[src/rtl/branch_cmp_pkg.sv]
// Shared types and branch decode for the comparator scheduler.
package branch_cmp_pkg;

    typedef enum logic [1:0] {
        IDLE = 2'd0,
        CMP  = 2'd1,
        RESP = 2'd2
    } state_t;

    typedef enum logic {
        OWN_BR  = 1'b0,
        OWN_SLT = 1'b1
    } owner_t;

    localparam logic [2:0] BEQ  = 3'b000;
    localparam logic [2:0] BNE  = 3'b001;
    localparam logic [2:0] BLT  = 3'b100;
    localparam logic [2:0] BGE  = 3'b101;
    localparam logic [2:0] BLTU = 3'b110;
    localparam logic [2:0] BGEU = 3'b111;

    typedef struct packed {
        logic taken;
        logic illegal;
    } br_res_t;

    // Signedness is already applied by the comparator, so BLT/BLTU and BGE/BGEU share a decode.
    function automatic br_res_t br_decode(input logic [2:0] funct3, input logic eq, input logic lt);
        br_res_t r;
        r = '0;
        case (funct3)
            BEQ:        r.taken = eq;
            BNE:        r.taken = !eq;
            BLT, BLTU:  r.taken = lt;
            BGE, BGEU:  r.taken = !lt;
            default:    r.illegal = 1'b1;
        endcase
        return r;
    endfunction

endpackage

[src/rtl/rr_arb2.sv]
// Two-way round-robin arbiter; the pointer names the requester favoured on a tie.
module rr_arb2 #(
    parameter logic RR_INIT = 1'b0
) (
    input  logic       clk,
    input  logic       rst_n,
    input  logic       en,
    input  logic [1:0] req,
    output logic [1:0] grant
);

    logic ptr_reg;

    always_comb begin
        grant = 2'b00;
        if (en) begin
            case (req)
                2'b01:   grant = 2'b01;
                2'b10:   grant = 2'b10;
                2'b11:   grant = ptr_reg ? 2'b10 : 2'b01;
                default: grant = 2'b00;
            endcase
        end
    end

    // After any grant, favour the requester that was not served.
    always_ff @(posedge clk or negedge rst_n) begin
        if (!rst_n) begin
            ptr_reg <= RR_INIT;
        end else if (en && (req != 2'b00)) begin
            ptr_reg <= ~grant[1];
        end
    end

endmodule

[src/rtl/branch_cmp_sched.sv]
// Time-shares one external comparator between the branch unit and the SLT/SLTU path.
// Optional build macro CMP_STATS_EN adds saturating branch/taken counters.
module branch_cmp_sched
    import branch_cmp_pkg::*;
#(
    parameter int XLEN    = 32,
    parameter int RR_INIT = 0
) (
    input  logic            clk,
    input  logic            rst_n,
    input  logic            br_req_valid,
    output logic            br_req_ready,
    input  logic [2:0]      br_funct3,
    input  logic [XLEN-1:0] br_a,
    input  logic [XLEN-1:0] br_b,
    output logic            br_rsp_valid,
    input  logic            br_rsp_ready,
    output logic            br_taken,
    output logic            br_illegal,
    input  logic            slt_req_valid,
    output logic            slt_req_ready,
    input  logic            slt_unsigned,
    input  logic [XLEN-1:0] slt_a,
    input  logic [XLEN-1:0] slt_b,
    output logic            slt_rsp_valid,
    input  logic            slt_rsp_ready,
    output logic            slt_result,
    output logic [XLEN-1:0] cmp_a,
    output logic [XLEN-1:0] cmp_b,
    output logic            cmp_unsign,
    input  logic            cmp_eq,
    input  logic            cmp_lt,
    output logic [31:0]     stat_br_cnt,
    output logic [31:0]     stat_taken_cnt
);

    state_t          state_reg;
    owner_t          owner_reg;
    logic [XLEN-1:0] a_reg;
    logic [XLEN-1:0] b_reg;
    logic            unsign_reg;
    logic [2:0]      funct3_reg;
    logic            br_rsp_valid_reg;
    logic            br_taken_reg;
    logic            br_illegal_reg;
    logic            slt_rsp_valid_reg;
    logic            slt_result_reg;
    logic [1:0]      grant;
    logic            in_idle;
    logic            in_cmp;
    br_res_t         dec;

    assign in_idle = (state_reg == IDLE);
    assign in_cmp  = (state_reg == CMP);

    rr_arb2 #(
        .RR_INIT (RR_INIT != 0)
    ) u_arb (
        .clk   (clk),
        .rst_n (rst_n),
        .en    (in_idle),
        .req   ({slt_req_valid, br_req_valid}),
        .grant (grant)
    );

    assign br_req_ready  = grant[0];
    assign slt_req_ready = grant[1];

    // The comparator only sees operands while a compare is in flight.
    assign cmp_a      = in_cmp ? a_reg : '0;
    assign cmp_b      = in_cmp ? b_reg : '0;
    assign cmp_unsign = in_cmp & unsign_reg;

    assign dec = br_decode(funct3_reg, cmp_eq, cmp_lt);

    assign br_rsp_valid  = br_rsp_valid_reg;
    assign br_taken      = br_taken_reg;
    assign br_illegal    = br_illegal_reg;
    assign slt_rsp_valid = slt_rsp_valid_reg;
    assign slt_result    = slt_result_reg;

    always_ff @(posedge clk or negedge rst_n) begin
        if (!rst_n) begin
            state_reg         <= IDLE;
            owner_reg         <= OWN_BR;
            a_reg             <= '0;
            b_reg             <= '0;
            unsign_reg        <= 1'b0;
            funct3_reg        <= 3'b000;
            br_rsp_valid_reg  <= 1'b0;
            br_taken_reg      <= 1'b0;
            br_illegal_reg    <= 1'b0;
            slt_rsp_valid_reg <= 1'b0;
            slt_result_reg    <= 1'b0;
        end else begin
            case (state_reg)
                IDLE: begin
                    if (grant[0]) begin
                        a_reg      <= br_a;
                        b_reg      <= br_b;
                        unsign_reg <= br_funct3[1];
                        funct3_reg <= br_funct3;
                        owner_reg  <= OWN_BR;
                        state_reg  <= CMP;
                    end else if (grant[1]) begin
                        a_reg      <= slt_a;
                        b_reg      <= slt_b;
                        unsign_reg <= slt_unsigned;
                        owner_reg  <= OWN_SLT;
                        state_reg  <= CMP;
                    end
                end
                CMP: begin
                    if (owner_reg == OWN_BR) begin
                        br_rsp_valid_reg <= 1'b1;
                        br_taken_reg     <= dec.taken;
                        br_illegal_reg   <= dec.illegal;
                    end else begin
                        slt_rsp_valid_reg <= 1'b1;
                        slt_result_reg    <= cmp_lt;
                    end
                    state_reg <= RESP;
                end
                RESP: begin
                    // Result bits drop with valid so they never read as stale data.
                    if (br_rsp_valid_reg && br_rsp_ready) begin
                        br_rsp_valid_reg <= 1'b0;
                        br_taken_reg     <= 1'b0;
                        br_illegal_reg   <= 1'b0;
                        state_reg        <= IDLE;
                    end else if (slt_rsp_valid_reg && slt_rsp_ready) begin
                        slt_rsp_valid_reg <= 1'b0;
                        slt_result_reg    <= 1'b0;
                        state_reg         <= IDLE;
                    end
                end
                default: state_reg <= IDLE;
            endcase
        end
    end

`ifdef CMP_STATS_EN
    logic [31:0] stat_br_cnt_reg;
    logic [31:0] stat_taken_cnt_reg;
    logic        br_hs;

    assign br_hs = br_rsp_valid_reg & br_rsp_ready;

    always_ff @(posedge clk or negedge rst_n) begin
        if (!rst_n) begin
            stat_br_cnt_reg    <= '0;
            stat_taken_cnt_reg <= '0;
        end else if (br_hs) begin
            if (stat_br_cnt_reg != 32'hFFFF_FFFF) begin
                stat_br_cnt_reg <= stat_br_cnt_reg + 32'd1;
            end
            if (br_taken_reg && (stat_taken_cnt_reg != 32'hFFFF_FFFF)) begin
                stat_taken_cnt_reg <= stat_taken_cnt_reg + 32'd1;
            end
        end
    end

    assign stat_br_cnt    = stat_br_cnt_reg;
    assign stat_taken_cnt = stat_taken_cnt_reg;
`else
    assign stat_br_cnt    = '0;
    assign stat_taken_cnt = '0;
`endif

endmodule

[config.mk]
export PLATFORM = sky130hd
export DESIGN_NAME = branch_cmp_sched
export DESIGN_NICKNAME = d
export VERILOG_FILES = /design/src/rtl/branch_cmp_pkg.sv /design/src/rtl/rr_arb2.sv /design/src/rtl/branch_cmp_sched.sv
export SDC_FILE = /design/constraint.sdc
export NUM_CORES = 1
export LEC_CHECK = 0
export ABC_AREA = 1
export BUFFER_PORTS_ARGS = -buffer_cell sky130_fd_sc_hd__buf_2
export CAP_MARGIN = 20
export CORE_ASPECT_RATIO = 1.2
export CORE_MARGIN = 2
export CORE_UTILIZATION = 43
export CTS_BUF_LIST = sky130_fd_sc_hd__clkbuf_4 sky130_fd_sc_hd__clkbuf_8
export DETAILED_ROUTE_END_ITERATION = 7
export HOLD_SLACK_MARGIN = 0.06
export PLACE_DENSITY = 0.84
export SETUP_SLACK_MARGIN = 0.2
export SLEW_MARGIN = 15
export SYNTH_ARGS = -nofsm -noshare
export SYNTH_HDL_FRONTEND = slang
export SYNTH_HIERARCHICAL = 1
export SYNTH_SLANG_ARGS = --single-unit
[constraint.sdc]
create_clock -name clk -period 3.4 [get_ports clk]
set_clock_uncertainty 0.1 [all_clocks]
set_input_delay 0.17 -clock clk [delete_from_list [all_inputs] [get_ports clk]]
set_output_delay 0.17 -clock clk [all_outputs]
set_load 0.01 [all_outputs]
Word level (Yosys, flattened, before mapping)

Cells that the tools add are included.

Output and inout port bits: 136
Logic and storage cells: 82
Flip-flop bits (word level): 77
Bits of input ports: 140

Bitwise gates (word level): 2
Reduce and logical (&&, ||, !) cells: 18
Multiplexer cells: 33
Equality and inequality tests: 17

Operators by type and width:

| cell                                                            | count |
|---|---|
| 32-bit two-way mux                                              | 6 |
| 1-bit two-way mux                                               | 13 |
| 3-bit == test, second input constant                            | 4 |
| 2-bit two-way mux                                               | 6 |
| 2-bit one-hot mux with 3 select lines                           | 2 |
| 2-bit inequality test, second input constant                    | 5 |
| 1-bit one-hot mux with 2 select lines                           | 5 |
| 2-bit == test, second input constant                            | 3 |
| 3-bit inequality test, second input constant                    | 2 |
| 2-bit AND reduction                                             | 3 |
| 2-bit nonzero test                                              | 3 |
| 6-bit OR reduction                                              | 1 |
| 2-bit by 1-bit == test with 1-bit output, second input constant | 2 |
| 1-bit one-hot mux with 4 select lines                           | 1 |
| 4-bit AND reduction                                             | 1 |
| 2-bit OR reduction                                              | 2 |
| 3-bit by 1-bit == test with 1-bit output, second input constant | 1 |
| 1-bit logical AND                                               | 3 |
| 3-bit logical NOT                                               | 1 |
| 3-bit AND reduction                                             | 1 |
| 1-bit logical NOT                                               | 2 |
| 2-bit logical NOT                                               | 1 |
| 1-bit bitwise AND                                               | 1 |
| 1-bit inverter                                                  | 1 |

Depth between registers and ports, before layout

Gate-level depths: netlist of run 1.

Depth in word-level cells: 6
Mapped depth: 10
Depth with buffers taken out: 8

Modules after synthesis

Netlist of run 1, hierarchy kept.

By module, submodules not included:

| module           | cells each | instances | area each (um^2) | seq. area each (um^2) |
|---|---|---|---|---|
| branch_cmp_sched | 687        | 1         | 4,825.9          | 1,901.8 |
| rr_arb2          | 10         | 1         | 67.6             | 25.0 |

Worst setup path after synthesis of run 1

OpenSTA, ideal clock, no wires.

Path type: reg-to-reg
Start: register state_reg[0]
End: register a_reg[10]
Library setup time: 0.126 ns
Buffers on the path: 2
Clock period less this slack: 1.643 ns
Data required time: 3.174 ns
Stages on the path, launching flop included: 11
Setup slack: 1.757 ns
Arrival: 1.417 ns
Path through: dfrtp_1 -> nor2_4 -> nand3_1 -> inv_1 -> inv_1 -> buf_2 -> buf_2 -> nand2_1 -> nand2_1 -> nand2_1 -> o21ai_0

Word-level cells in the longest chain between the ends: 4
Elaborated cells on any way between the ends: 5
Classes of those cells: mux (2); reduce/logical (3)

Ends and longest elaborated chain:

| element                       | RTL line                | RTL |
|---|---|---|
| start: declaration            | branch_cmp_sched.sv:37  | `state_t state_reg;` |
| start signal: assignment      | branch_cmp_sched.sv:84  | `state_reg <= IDLE;` |
| start signal: assignment      | branch_cmp_sched.sv:104 | `state_reg <= CMP;` |
| start signal: assignment      | branch_cmp_sched.sv:110 | `state_reg <= CMP;` |
| 2-bit logical NOT *           | branch_cmp_sched.sv:53  | `assign in_idle = (state_reg == IDLE);` |
| via in_idle                   | branch_cmp_sched.sv:49  | `logic in_idle;` |
| 2-bit two-way mux *           | rr_arb2.sv:16           | `if (en) begin` |
| via br_req_ready              | branch_cmp_sched.sv:12  | `output logic br_req_ready,` |
| 2-bit nonzero test (no line)  | -                       |  |
| 2-bit AND reduction (no line) | -                       |  |
| end signal: assignment        | branch_cmp_sched.sv:99  | `a_reg <= br_a;` |
| end signal: assignment        | branch_cmp_sched.sv:106 | `a_reg <= slt_a;` |
| end: declaration              | branch_cmp_sched.sv:39  | `logic [XLEN-1:0] a_reg;` |

The timed path passes the listed nets; every way through them passes the cells marked *.
A chain may end at the register's enable or synchronous reset.

Final worst setup path of run 1

Start: input port br_req_valid
End: register b_reg[11]

Word-level cells in the longest chain between the ends: 5
Elaborated cells on any way between the ends: 8
Classes of those cells: eq/ne (3); mux (3); reduce/logical (2)

Ends and longest elaborated chain:

| element                                                                   | RTL line                | RTL |
|---|---|---|
| start: declaration                                                        | branch_cmp_sched.sv:11  | `input logic br_req_valid,` |
| 2-bit == test or 2-bit by 1-bit == test with 1-bit output (tied branches) | rr_arb2.sv:17           | `case (req)` |
| 2-bit one-hot mux with 3 select lines *                                   | rr_arb2.sv:17           |  |
| 2-bit two-way mux *                                                       | rr_arb2.sv:16           |  |
| 2-bit nonzero test (no line)                                              | -                       |  |
| 2-bit AND reduction (no line)                                             | -                       |  |
| end signal: assignment                                                    | branch_cmp_sched.sv:100 | `b_reg <= br_b;` |
| end signal: assignment                                                    | branch_cmp_sched.sv:107 | `b_reg <= slt_b;` |
| end: declaration                                                          | branch_cmp_sched.sv:40  | `logic [XLEN-1:0] b_reg;` |

Mark *: on every way between the ends. The rest lies on a longest branch, timed or not.

==> results of run 1 <==
cell families (layout without fill, tap and decap cells):
group / Yosys count / after routing / share of synthesized area, %
flops: 77 / 77 / 39.4
compound gates: 72 / 72 / 7.75
simple gates: 369 / 369 / 31.4
other cells: 1 / 65 / 0.0766
buf+inv: 178 / 437 / 21.3
cell usage after synthesis:
cell        n  area [um2]
nand2_2     3        18.8
buf_4      64         480
nand3_1     7        35.0
buf_2      16        80.1
inv_1      78         293
nand2_1   288        1080
o21ai_2     5        43.8
buf_6      14         158
nor2_4     11         124
conb_1      1        3.75
o21ai_1    60         300
nor2_1     38         143
o21ai_0     5        25.0
nor2_2     22         138
buf_8       1        15.0
inv_2       1        3.75
a21oi_1     2        10.0
clkbuf_1    4        15.0
dfrtp_1    77        1930
power breakdown:
group          internal (mW)  switching (mW)  total (mW)
combinational           1.06            1.67        2.73
sequential              1.36           0.142        1.50
clock                  0.557           0.333       0.890
metrics by stage:
stage	util (%)	cells	worst slack, ns
after floorplan	-	760	1.76
after global placement	51.4	1032	1.37
after detailed placement	51.4	1032	1.30
after CTS	64.9	1172	0.796
after global routing	65.1	1174	0.680
final	65.1	1174	0.896
what timing repair did:
| action | CTS | global route |
|---|---|---|
| endpoints found under the hold margin | 145 | 0 |
| hold buffers | 124 | 0 |
| resized for setup | 0 | 0 |
routing by layer:
metal  vias up  wire [um]  track usage (%)
met3        59        962             3.92
met2       275       7990             44.4
li1       2580          -                -
met4         0        768             16.0
met1      2410       5670             27.2
met5         -          0                0
how the worst max path moves through the flow:
stage / slack, ns / to / startpoint
final: 0.90 / b_reg[11]$_DFFE_PN0P_ / br_req_valid
after global routing: 0.68 / b_reg[24]$_DFFE_PN0P_ / state_reg[0]$_DFFE_PN0P_
after CTS: 0.80 / a_reg[24]$_DFFE_PN0P_ / state_reg[1]$_DFFE_PN0P_
after detailed placement: 1.30 / cmp_a[12] / state_reg[0]$_DFFE_PN0P_
after global placement: 1.37 / cmp_a[3] / state_reg[0]$_DFFE_PN0P_
after floorplan: 1.76 / a_reg[10]$_DFFE_PN0P_ / state_reg[0]$_DFFE_PN0P_
final cells by class:
type	instances	area (um2)
clock buffer	13	173
timing repair buffer	342	2380
tap	154	193
multi-input combinational	505	2160
inverter	79	298
fill	835	3860
antenna	1	2.50
clock inverter	3	90.1
sequential	77	1930
critical path, delay by kind of cell:
family | cells | cell delay [ns]
AO/OA/AOI/OAI | 1 | 0.09
buffers and inverters | 6 | 2.03
AND/OR/NAND/NOR | 4 | 0.36
==> reports/results.txt, run 1 <==
result of the run = complete, no violations
number of setup violations in the final report = 0
last weighted congestion value of the routability-driven placer = 0.792
max frequency = 399 MHz
Hold Slack = 0.0633 ns
detailed-route via count = 5324
vertical die dimension = 121 um
capture instance of the worst register-to-register path = b_reg[11]$_DFFE_PN0P_
Worst R2R Start = state_reg[1]$_DFFE_PN0P_
transition at the pin with the smallest max-transition slack = 0.990 ns
Avg Inst Size Synth = 7.02 um2
element type at the critical path end = flop
final critical-path required period = 2.50 ns
via count of the first global-routing pass = 5205
HPWL Detailed = 8.30 mm
Clk Tree Root Cell = clkbuf_8
hold_sp = slt_a[13]
initial antenna violation count = 1
clock sink total = 77
element type at the critical path start = input port
CP most frequent cell = nand2_1
Static Leakage = 4.10 nW
critical path's slowest cell = dlygate4sd3_1
clock-pin slew on the worst setup and hold paths = 0.08 ns
delay of the slowest cell on the worst path = 0.58 ns
H-Tree Depth = 3
leading cell type in the layout, fill and taps excluded = nand2_1
core area = 11100 um2
count of final hold-check violations = 0
Wirelength per Cell = 13.1 um
cell depth of the worst flop-to-flop path = 10
Port Buf Inserts = 211
detailed router's first-iteration violation count = 262
gr ovfl total = 0
area of the mapped netlist = 4890 um2
insertion delay to the later sink of the worst-skew pair = 0.35 ns
area of all placed cells without fillers = 7220 um2
starting density of the core = 44.1%
number of buffers added by the clock tree synthesis step = 9
Routed Wire Length = 15.4 mm
DRC errors left = 0
RSZ-0062 raised after global routing = false
number of nets in the finished design = 1154
Die Outline Area = 12300 um2
Area growth syn-to-layout = 47.6%
share of synthesized area occupied by flip-flops and latches = 39.4%
Hold/Removal Path Class = input port to flop
Power Density = 709 nW/um2
Arr. time, crit path = 2.68 ns
setup TNS after final layout = 0 ns
num ports = 276
Final ANT Viol Nets = 0
Die X = 101 um
total setup buffers inserted after CTS = 0
most used cells in the layout excluding fill and tap cells = 288 x nand2_1, 210 x buf_2, 124 x dlygate4sd3_1, 77 x dfrtp_1, 76 x inv_1
first-pass GRT wire length = 23.9 mm
layout cell share with drive strength beyond 1 = 27.3%
number of core rows = 42
Slew Viols, Final = 0
minimum setup slack among reg-to-reg paths = 0.90 ns
WP data required = 3.58 ns
Total Power Consumption = 5.12 mW
pin count of the biggest net entering global routing = 78
Worst IR Drop VDD = 0.356 mV
drt first pass iters = 5
routed vias/inst = 4.53
CP Class = input port to flop
GRT Total Usage = 25.0%
Synth Register Bits = 77
number of max-capacitance violations reported = 0
clock tree buffer depth = 2
cell-by-cell listing of the critical path = dlygate4sd3_1 > buf_2 > nand3_1 > inv_2 > inv_2 > buf_12 > nand2_1 > nand2_1 > dlygate4sd3_1 > nand2_1 > o21ai_1
post-synthesis instance total = 697
end of the worst hold path = a_reg[13]$_DFFE_PN0P_
number of synthesis warnings = 6
portion of the clock cycle consumed by the worst path in the final layout = 73.6%
worst rel slew slack = 34.0%
CTS tree = built
placed cell area = 5700 um2
depth of the worst hold-timing path = 5
Yosys cell types = 19
maximum net fanout on the critical path = 34
Power figures use the tool's default switching activity.
==> inputs of run 2 (changes only) <==
--- a/config.mk
+++ b/config.mk
@@ -5,7 +5,7 @@
 export SDC_FILE = /design/constraint.sdc
 export NUM_CORES = 1
 export LEC_CHECK = 0
-export ABC_AREA = 1
+export ABC_AREA = 0
 export BUFFER_PORTS_ARGS = -buffer_cell sky130_fd_sc_hd__buf_2
 export CAP_MARGIN = 20
 export CORE_ASPECT_RATIO = 1.2
==> constraint.sdc (replaced) <==
create_clock -name clk -period 2.5 [get_ports clk]
set_clock_uncertainty 0.1 [all_clocks]
set_input_delay 0.125 -clock clk [delete_from_list [all_inputs] [get_ports clk]]
set_output_delay 0.125 -clock clk [all_outputs]
set_load 0.01 [all_outputs]
==> reports/results.txt, run 2 <==
capture instance of the worst register-to-register path = b_reg[6]$_DFFE_PN0P_ (was b_reg[11]$_DFFE_PN0P_)
count of instances resized after the clock tree is built = 0 (unchanged)
worst setup path start = state_reg[1]$_DFFE_PN0P_ (was br_req_valid)
final critical-path required period = 2.19 ns
area fraction of the dominant cell type after synthesis = 39.5% (was 39.4%)
depth of the worst hold-timing path = 3 (was 5)
Final ANT Viol Nets = 0 (unchanged)
Power Density = 967 nW/um2 (was 709 nW/um2)
Slew Viols, Final = 0 (unchanged)
routed vias/inst = 4.74 (was 4.53)
initial antenna violation count = 0 (was 1)
GRT Total Usage = 23.8% (was 25.0%)
number of synthesis warnings = 6 (unchanged)
Yosys cell types = 31 (was 19)
commonest cells in the synthesized netlist = 94 x mux2_2, 77 x dfrtp_1, 67 x buf_4 (was 288 x nand2_1, 78 x inv_1, 77 x dfrtp_1)
Worst R2R Start = state_reg[1]$_DFFE_PN0P_ (unchanged)
number of enable-type register cells in the synthesized netlist = 0 (unchanged)
share of synthesized area occupied by flip-flops and latches = 39.5% (was 39.4%)
number of max-capacitance violations reported = 0 (unchanged)
Area growth syn-to-layout = 52.8% (was 47.6%)
clock sink total = 77 (unchanged)
post-synthesis instance total = 398 (was 697)
Arr. time, crit path = 2.32 ns (was 2.68 ns)
num ports = 276 (unchanged)
number of core rows = 42 (unchanged)
clock tree buffer depth = 2 (unchanged)
detailed router's first-iteration violation count = 158 (was 262)
Hold/Removal Path Class = input port to flop (unchanged)
worst rel slew slack = 64.8% (was 34.0%)
pin count of the biggest net entering global routing = 78 (unchanged)
transition at the pin with the smallest max-transition slack = 0.527 ns (was 0.990 ns)
Total Power Consumption = 7.21 mW (was 5.12 mW)
Wirelength per Cell = 17.3 um (was 13.1 um)
element type at the critical path end = flop (unchanged)
WP data required = 2.63 ns (was 3.58 ns)
Static Leakage = 3.76 nW (was 4.10 nW)
Routed Wire Length = 15.3 mm (was 15.4 mm)
last weighted congestion value of the routability-driven placer = 0.826 (was 0.792)
most used cells in the layout excluding fill and tap cells = 210 x buf_2, 136 x dlygate4sd3_1, 94 x mux2_2, 77 x dfrtp_1, 66 x and2_1 (was 288 x nand2_1, 210 x buf_2, 124 x dlygate4sd3_1, 77 x dfrtp_1, 76 x inv_1)
number of buffers added by the clock tree synthesis step = 9 (unchanged)
capture point of the worst path = b_reg[6]$_DFFE_PN0P_ (was b_reg[11]$_DFFE_PN0P_)
max frequency = 458 MHz
CP Class = flop to flop (was input port to flop)
element type at the critical path start = flop (was input port)
setup TNS after final layout = 0 ns (unchanged)
first-pass GRT wire length = 22.4 mm (was 23.9 mm)
drt first pass iters = 4 (was 5)
DRC errors left = 0 (unchanged)
Synth Register Bits = 77 (unchanged)
clock-pin slew on the worst setup and hold paths = 0.08 ns (about the same)
area of the mapped netlist = 4870 um2 (was 4890 um2)
most frequent cell after synthesis = mux2_2 (was nand2_1)
Worst IR Drop VDD = 0.554 mV (was 0.356 mV)
Avg Inst Size Synth = 12.2 um2 (was 7.02 um2)
result of the run = complete, no violations (unchanged)
cell depth of the worst flop-to-flop path = 7 (was 10)
count of final hold-check violations = 0 (unchanged)
share of async-settable or async-resettable flops after synthesis = 100% (unchanged)
H-Tree Depth = 3 (unchanged)
maximum net fanout on the critical path = 23 (was 34)
detailed-route via count = 4210 (was 5324)
HPWL Detailed = 8.29 mm (was 8.30 mm)
layout cell share with drive strength beyond 1 = 50.7% (was 27.3%)
Die Outline Area = 12200 um2 (was 12300 um2)
number of nets in the finished design = 890 (was 1154)
core area = 11000 um2 (was 11100 um2)
gr ovfl total = 0 (unchanged)
Clk Tree Root Cell = clkbuf_8 (unchanged)
number of setup violations in the final report = 0 (unchanged)
CTS tree = built (unchanged)
insertion delay to the later sink of the worst-skew pair = 0.35 ns (about the same)
leading cell type in the layout, fill and taps excluded = buf_2 (was nand2_1)
portion of the clock cycle consumed by the worst path in the final layout = 87.4%
Die X = 101 um (about the same)
starting density of the core = 44.2% (was 44.1%)
via count of the first global-routing pass = 4528 (was 5205)
Most used DFF post-synth = dfrtp_1 (unchanged)
vertical die dimension = 121 um (about the same)
cell taking the most area after synthesis = dfrtp_1 (unchanged)
ranking of synthesized cells by area = dfrtp_1 40%, mux2_2 22%, mux2_4 12% (was dfrtp_1 39%, nand2_1 22%, buf_4 9.8%)
RSZ-0062 raised after global routing = false (unchanged)
Port Buf Inserts = 211 (unchanged)
final-layout fill cell count = 716 (was 835)
minimum setup slack among reg-to-reg paths = 0.31 ns (was 0.90 ns)
==> run 2: cell count changes after synthesis, sizes merged, moves of 3 or more <==
cell	previous run	this run
buf	95	78
and2	0	66
mux2i	0	4
inv	79	4
nand2	291	7
nor2	71	3
o21ai	70	2
mux2	0	133
nand3	7	0
clkbuf	4	7
==> run 2: what timing repair did <==
item,CTS,global route
buffers inserted,0,6
endpoints found under the hold margin,149,0
setup endpoints to repair,0,56
hold buffers,136,0
==> run 2: layout make-up <==
type | count | area [um2] | share of cell area [%]
well taps | 132 | 165 | 2.22
clock buffers | 13 | 173 | 2.32
diodes | 1 | 2.50 | 0.0336
inverters | 4 | 15.0 | 0.202
repair buffers | 363 | 2600 | 34.9
clock inverters | 3 | 42.5 | 0.571
multi-input cells | 295 | 2530 | 33.9
flip-flops and latches | 77 | 1930 | 25.9
==> run 2: worst min-delay path by stage <==
stage | start | end | slack, ns
after CTS | br_a[22] | a_reg[22]$_DFFE_PN0P_ | 0.06
after detailed placement | rst_n | a_reg[8]$_DFFE_PN0P_ | 0.24
after floorplan | rst_n | a_reg[0]$_DFFE_PN0P_ | -0.27
after global routing | br_a[22] | a_reg[22]$_DFFE_PN0P_ | 0.07
final | br_rsp_ready | br_rsp_valid$_DFFE_PN0P_ | 0.08
after global placement | rst_n | b_reg[6]$_DFFE_PN0P_ | 0.22
==> run 2: stage by stage <==
| stage | worst slack (ns) | util (%) | hold slack, ns | cell area (um2) | cells |
|---|---|---|---|---|---|
| 6_report | 0.315 | 67.5 | 0.0754 | 7450 | 888 |
| 4_1_cts | 0.264 | 66.8 | 0.0622 | 7370 | 880 |
| 2_1_floorplan | 0.306 | - | -0.271 | 5110 | 461 |
| 5_1_grt | 0.203 | 67.5 | 0.0687 | 7450 | 887 |
| 3_5_place_dp | 0.277 | 52.5 | 0.240 | 5800 | 728 |
| 3_3_place_gp | 0.337 | 52.5 | 0.218 | 5800 | 728 |
==> run 2: critical path, cell delays in order (launching register included) <==
cell and delay [ns]:
dfrtp_1 0.47, nor2_2 0.13, buf_4 0.14, nand2_1 0.06, a21oi_1 0.27, o21a_4 0.28
buf_12 0.23, mux2_2 0.37
==> run 2: cells by family after synthesis <==
| family | Yosys count | synth area share [%] |
|---|---|---|
| other | 1 | 0.0769 |
| muxes | 137 | 34.5 |
| DFF | 77 | 39.5 |
| buffers and inverters | 89 | 13.9 |
| and+or+nand+nor | 81 | 10.0 |
| AOI/OAI and AO/OA | 12 | 1.77 |
| xor gates and xnor gates | 1 | 0.180 |
==> run 2: power by group <==
part / internal (mW) / leakage (nW) / switching (mW)
clock: 0.553 / 0.109 / 0.446
combinational: 2.28 / 2.74 / 1.62
sequential: 1.91 / 0.910 / 0.401
total: 4.74 / 3.76 / 2.47
==> run 2: metal layers <==
metal	vias to the layer above	global-route usage [%]	wire length, um
met1	2021	26.7	5880
met5	-	0	0
met4	0	9.97	426
met3	40	6.65	1130
met2	234	41.8	7910
li1	1915	-	-
==> inputs of run 3 (changes only) <==
--- a/config.mk
+++ b/config.mk
@@ -8,16 +8,13 @@
 export ABC_AREA = 0
 export BUFFER_PORTS_ARGS = -buffer_cell sky130_fd_sc_hd__buf_2
 export CAP_MARGIN = 20
-export CORE_ASPECT_RATIO = 1.2
-export CORE_MARGIN = 2
-export CORE_UTILIZATION = 43
+export CORE_AREA = 2 2 108 110
 export CTS_BUF_LIST = sky130_fd_sc_hd__clkbuf_4 sky130_fd_sc_hd__clkbuf_8
 export DETAILED_ROUTE_END_ITERATION = 7
+export DIE_AREA = 0 0 110 112
 export HOLD_SLACK_MARGIN = 0.06
-export PLACE_DENSITY = 0.84
+export PLACE_DENSITY = 0.81
 export SETUP_SLACK_MARGIN = 0.2
-export SLEW_MARGIN = 15
 export SYNTH_ARGS = -nofsm -noshare
 export SYNTH_HDL_FRONTEND = slang
-export SYNTH_HIERARCHICAL = 1
 export SYNTH_SLANG_ARGS = --single-unit
==> reports/results.txt, run 3 <==
Post-Synth XOR/XNOR Area = 0.199% (was 0.180%)
last weighted congestion value of the routability-driven placer = 0.803 (was 0.826)
Die Outline Area = 12300 um2 (was 12200 um2)
RSZ-0062 raised after global routing = false (unchanged)
core area = 11200 um2 (was 11000 um2)
final instance count without filler cells = 893 (was 888)
layout cell share with drive strength beyond 1 = 33.1% (was 50.7%)
clock network fraction of design power = 15.6% (was 13.9%)
gr ovfl total = 0 (unchanged)
delay of the slowest cell on the worst path = 0.57 ns (was 0.47 ns)
switching share of total power = 37.6% (was 34.3%)
Synth Register Bits = 77 (unchanged)
number of setup violations in the final report = 0 (unchanged)
element type at the critical path start = flop (unchanged)
element type at the critical path end = flop (unchanged)
max frequency = 453 MHz (was 458 MHz)
depth of the worst hold-timing path = 4 (was 3)
detailed router's first-iteration violation count = 343 (was 158)
area share of fa/ha/maj cells after synthesis = 0% (unchanged)
cell taking the most area after synthesis = dfrtp_1 (unchanged)
minimum setup slack among reg-to-reg paths = 0.29 ns (was 0.31 ns)
Die X = 110 um (was 101 um)
Slew Viols, Final = 0 (unchanged)
cell depth of the worst flop-to-flop path = 5 (was 7)
Routed Wire Length = 14.5 mm (was 15.3 mm)
relative contribution of sequential cells to total power = 34.7% (was 32.0%)
H-Tree Depth = 3 (unchanged)
mux share of post-synthesis cell area = 1.22% (was 34.5%)
WP depth = 5 (was 7)
final critical-path required period = 2.21 ns (was 2.19 ns)
post-synthesis instance total = 414 (was 398)
busiest layer in global routing = met2 (unchanged)
clock-pin slew on the worst setup and hold paths = 0.09 ns (was 0.08 ns)
vertical die dimension = 112 um (was 121 um)
most frequent cell after synthesis = dfrtp_1 (was mux2_2)
routed vias/inst = 5.06 (was 4.74)
Clk Tree Root Cell = clkbuf_8 (unchanged)
count of final hold-check violations = 0 (unchanged)
number of core rows = 39 (was 42)
CTS tree = built (unchanged)
number of nets in the finished design = 885 (was 890)
crit path buf inv count = 2 (unchanged)
WP data required = 2.64 ns (was 2.63 ns)
Yosys cell types = 31 (unchanged)
met3 Track Usage GR = 5.68% (was 6.65%)
num ports = 276 (unchanged)
Port Buf Inserts = 211 (unchanged)
Hold/Removal Path Class = input port to flop (unchanged)
critical path's slowest cell = dlygate4sd3_1 (was dfrtp_1)
Comb power frac = 49.8% (was 54.1%)
Hold Slack = 0.128 ns (was 0.0754 ns)
detailed-route via count = 4517 (was 4210)
capture instance of the worst register-to-register path = b_reg[10]$_DFFE_PN0P_ (was b_reg[6]$_DFFE_PN0P_)
share of async-settable or async-resettable flops after synthesis = 100% (unchanged)
result of the run = complete, no violations (unchanged)
Power Density = 911 nW/um2 (was 967 nW/um2)
worst rel slew slack = 60.9% (was 64.8%)
ranking of synthesized cells by area = dfrtp_1 44%, a221o_1 15%, buf_4 11% (was dfrtp_1 40%, mux2_2 22%, mux2_4 12%)
area of the mapped netlist = 4410 um2 (was 4870 um2)
most used cells in the layout excluding fill and tap cells = 210 x buf_2, 138 x dlygate4sd3_1, 76 x dfrtp_1, 66 x and2_1, 65 x a221o_1 (was 210 x buf_2, 136 x dlygate4sd3_1, 94 x mux2_2, 77 x dfrtp_1, 66 x and2_1)
transition at the pin with the smallest max-transition slack = 0.587 ns (was 0.527 ns)
setup TNS after final layout = 0 ns (unchanged)
end of the worst hold path = br_taken$_DFFE_PN0P_ (was br_rsp_valid$_DFFE_PN0P_)
Synth Area in Compound Gates = 28.0% (was 1.77%)
clock tree buffer depth = 2 (unchanged)
commonest cells in the synthesized netlist = 77 x dfrtp_1, 67 x buf_4, 66 x and2_1 (was 94 x mux2_2, 77 x dfrtp_1, 67 x buf_4)
DRC errors left = 0 (unchanged)
area fraction of the dominant cell type after synthesis = 43.7% (was 39.5%)
Worst IR Drop VDD = 0.506 mV (was 0.554 mV)
total instance count after detailed placement = 737 (was 728)
Worst R2R Start = u_arb.ptr_reg$_DFFE_PN0P_ (was state_reg[1]$_DFFE_PN0P_)
maximum net fanout on the critical path = 38 (was 23)
dominant combinational cell family by area after synthesis = compound AO/OA/AOI/OAI gates (was multiplexers)
Most used DFF post-synth = dfrtp_1 (unchanged)
area fraction in and, or, nand and nor cells after synthesis = 11.1% (was 10.0%)
insertion delay to the later sink of the worst-skew pair = 0.35 ns (about the same)
Final ANT Viol Nets = 0 (unchanged)
pin count of the biggest net entering global routing = 78 (unchanged)
Arr. time, crit path = 2.35 ns (was 2.32 ns)
Static Leakage = 3.49 nW (was 3.76 nW)
portion of the clock cycle consumed by the worst path in the final layout = 88.4% (was 87.4%)
Wirelength per Cell = 16.3 um (was 17.3 um)
leading cell type in the layout, fill and taps excluded = buf_2 (unchanged)
share of synthesized area occupied by flip-flops and latches = 43.7% (was 39.5%)
starting density of the core = 39.4% (was 44.2%)
GR met2 Demand/Resource = 39.0% (was 41.8%)
drt first pass iters = 5 (was 4)
cell-internal power = 3.94 mW (was 4.74 mW)
number of max-capacitance violations reported = 0 (unchanged)
placed cell area = 5280 um2 (was 5800 um2)
Area growth syn-to-layout = 57.4% (was 52.8%)
via count of the first global-routing pass = 4578 (was 4528)
number of enable-type register cells in the synthesized netlist = 0 (unchanged)
Avg Inst Size Synth = 10.6 um2 (was 12.2 um2)
antenna fix cells = 0 (was 1)
GRT Total Usage = 23.0% (was 23.8%)
initial antenna violation count = 0 (unchanged)
crit-path leading delay family = buffers and inverters (was compound AO/OA/AOI/OAI gates)
cell-by-cell listing of the critical path = or2b_1 > and3_2 > buf_4 > a221o_1 > dlygate4sd3_1 (was nor2_2 > buf_4 > nand2_1 > a21oi_1 > o21a_4 > buf_12 > mux2_2)
HPWL Detailed = 8.46 mm (was 8.29 mm)
switching power total = 2.38 mW (was 2.47 mW)
hold_sp = cmp_eq (was br_rsp_ready)
number of synthesis warnings = 0 (was 6)
number of buffers added by the clock tree synthesis step = 9 (unchanged)
area of all placed cells without fillers = 6930 um2 (was 7450 um2)
CP Class = flop to flop (unchanged)
clock sink total = 77 (unchanged)
global-route track usage on met1 = 26.9% (was 26.7%)
first-pass GRT wire length = 22.3 mm (was 22.4 mm)
==> run 3: cell count changes in the layout (fill, tap and decap cells not counted), moves of 3 or more <==
| cell | change |
|---|---|
| buf_4 | -6 |
| a21boi_0 | +59 |
| buf_12 | -3 |
| a221o_1 | +65 |
| mux2_4 | -39 |
| mux2_2 | -91 |
| a21boi_1 | +6 |
==> run 3: repair_timing <==
item,CTS,global route
hold endpoints to repair,149,0
hold buffers,138,0
endpoints found under the setup margin,0,5
resized for setup,0,3
buffers inserted,0,0
==> run 3: area by class of cell <==
type,instances,area (um2)
clock inverter,5,58.8
clock buffer,11,151
multi-input combinational,294,2040
fill,845,4240
timing repair buffer,359,2560
inverter,4,15.0
sequential,77,1930
tap,143,179
==> run 3: cells by family after synthesis <==
| family | count (synthesis) |
|---|---|
| AOI/OAI and AO/OA | 143 |
| buffers and inverters | 106 |
| and+or+nand+nor | 81 |
| DFF | 77 |
| muxes | 5 |
| xor gates and xnor gates | 1 |
| other | 1 |
==> run 3: tightest hold or removal path: stages <==
cell and delay (ns):
buf_2 0.07, mux2i_1 0.06, xnor2_1 0.15, a32o_1 0.14
==> run 3: power by group through the flow <==
stage	sequential (mW)	combinational, mW	clock (mW)
2_1_floorplan	2.07	2.11	0
3_3_place_gp	2.16	2.72	0
3_5_place_dp	2.19	2.81	0
4_1_cts	2.18	3.03	1.03
5_1_grt	2.26	3.42	1.06
6_report	2.19	3.14	0.984
==> run 3: metal layers <==
layer,wire length (um),part of all wire (%)
met5,0,0
met4,462,3.2
met3,1140,7.9
met2,7350,51
met1,5580,38
==> run 3: stage by stage <==
step                util [%]  total power [mW]  worst slack (ns)
floorplan                  -              4.18             0.877
global placement        47.2              4.88             0.680
detailed placement      47.2              5.00             0.635
CTS                     61.5              6.24             0.298
global route            62.1              6.74             0.229
finish                  62.1              6.32             0.291
==> run 3: how the worst max path moves through the flow <==
stage	from	to	slack (ns)
global route	u_arb.ptr_reg$_DFFE_PN0P_	b_reg[10]$_DFFE_PN0P_	0.23
floorplan	state_reg[1]$_DFFE_PN0P_	funct3_reg[0]$_DFFE_PN0P_	0.88
global placement	slt_req_valid	a_reg[21]$_DFFE_PN0P_	0.68
detailed placement	slt_req_valid	b_reg[2]$_DFFE_PN0P_	0.64
finish	u_arb.ptr_reg$_DFFE_PN0P_	b_reg[10]$_DFFE_PN0P_	0.29
CTS	state_reg[1]$_DFFE_PN0P_	b_reg[11]$_DFFE_PN0P_	0.30
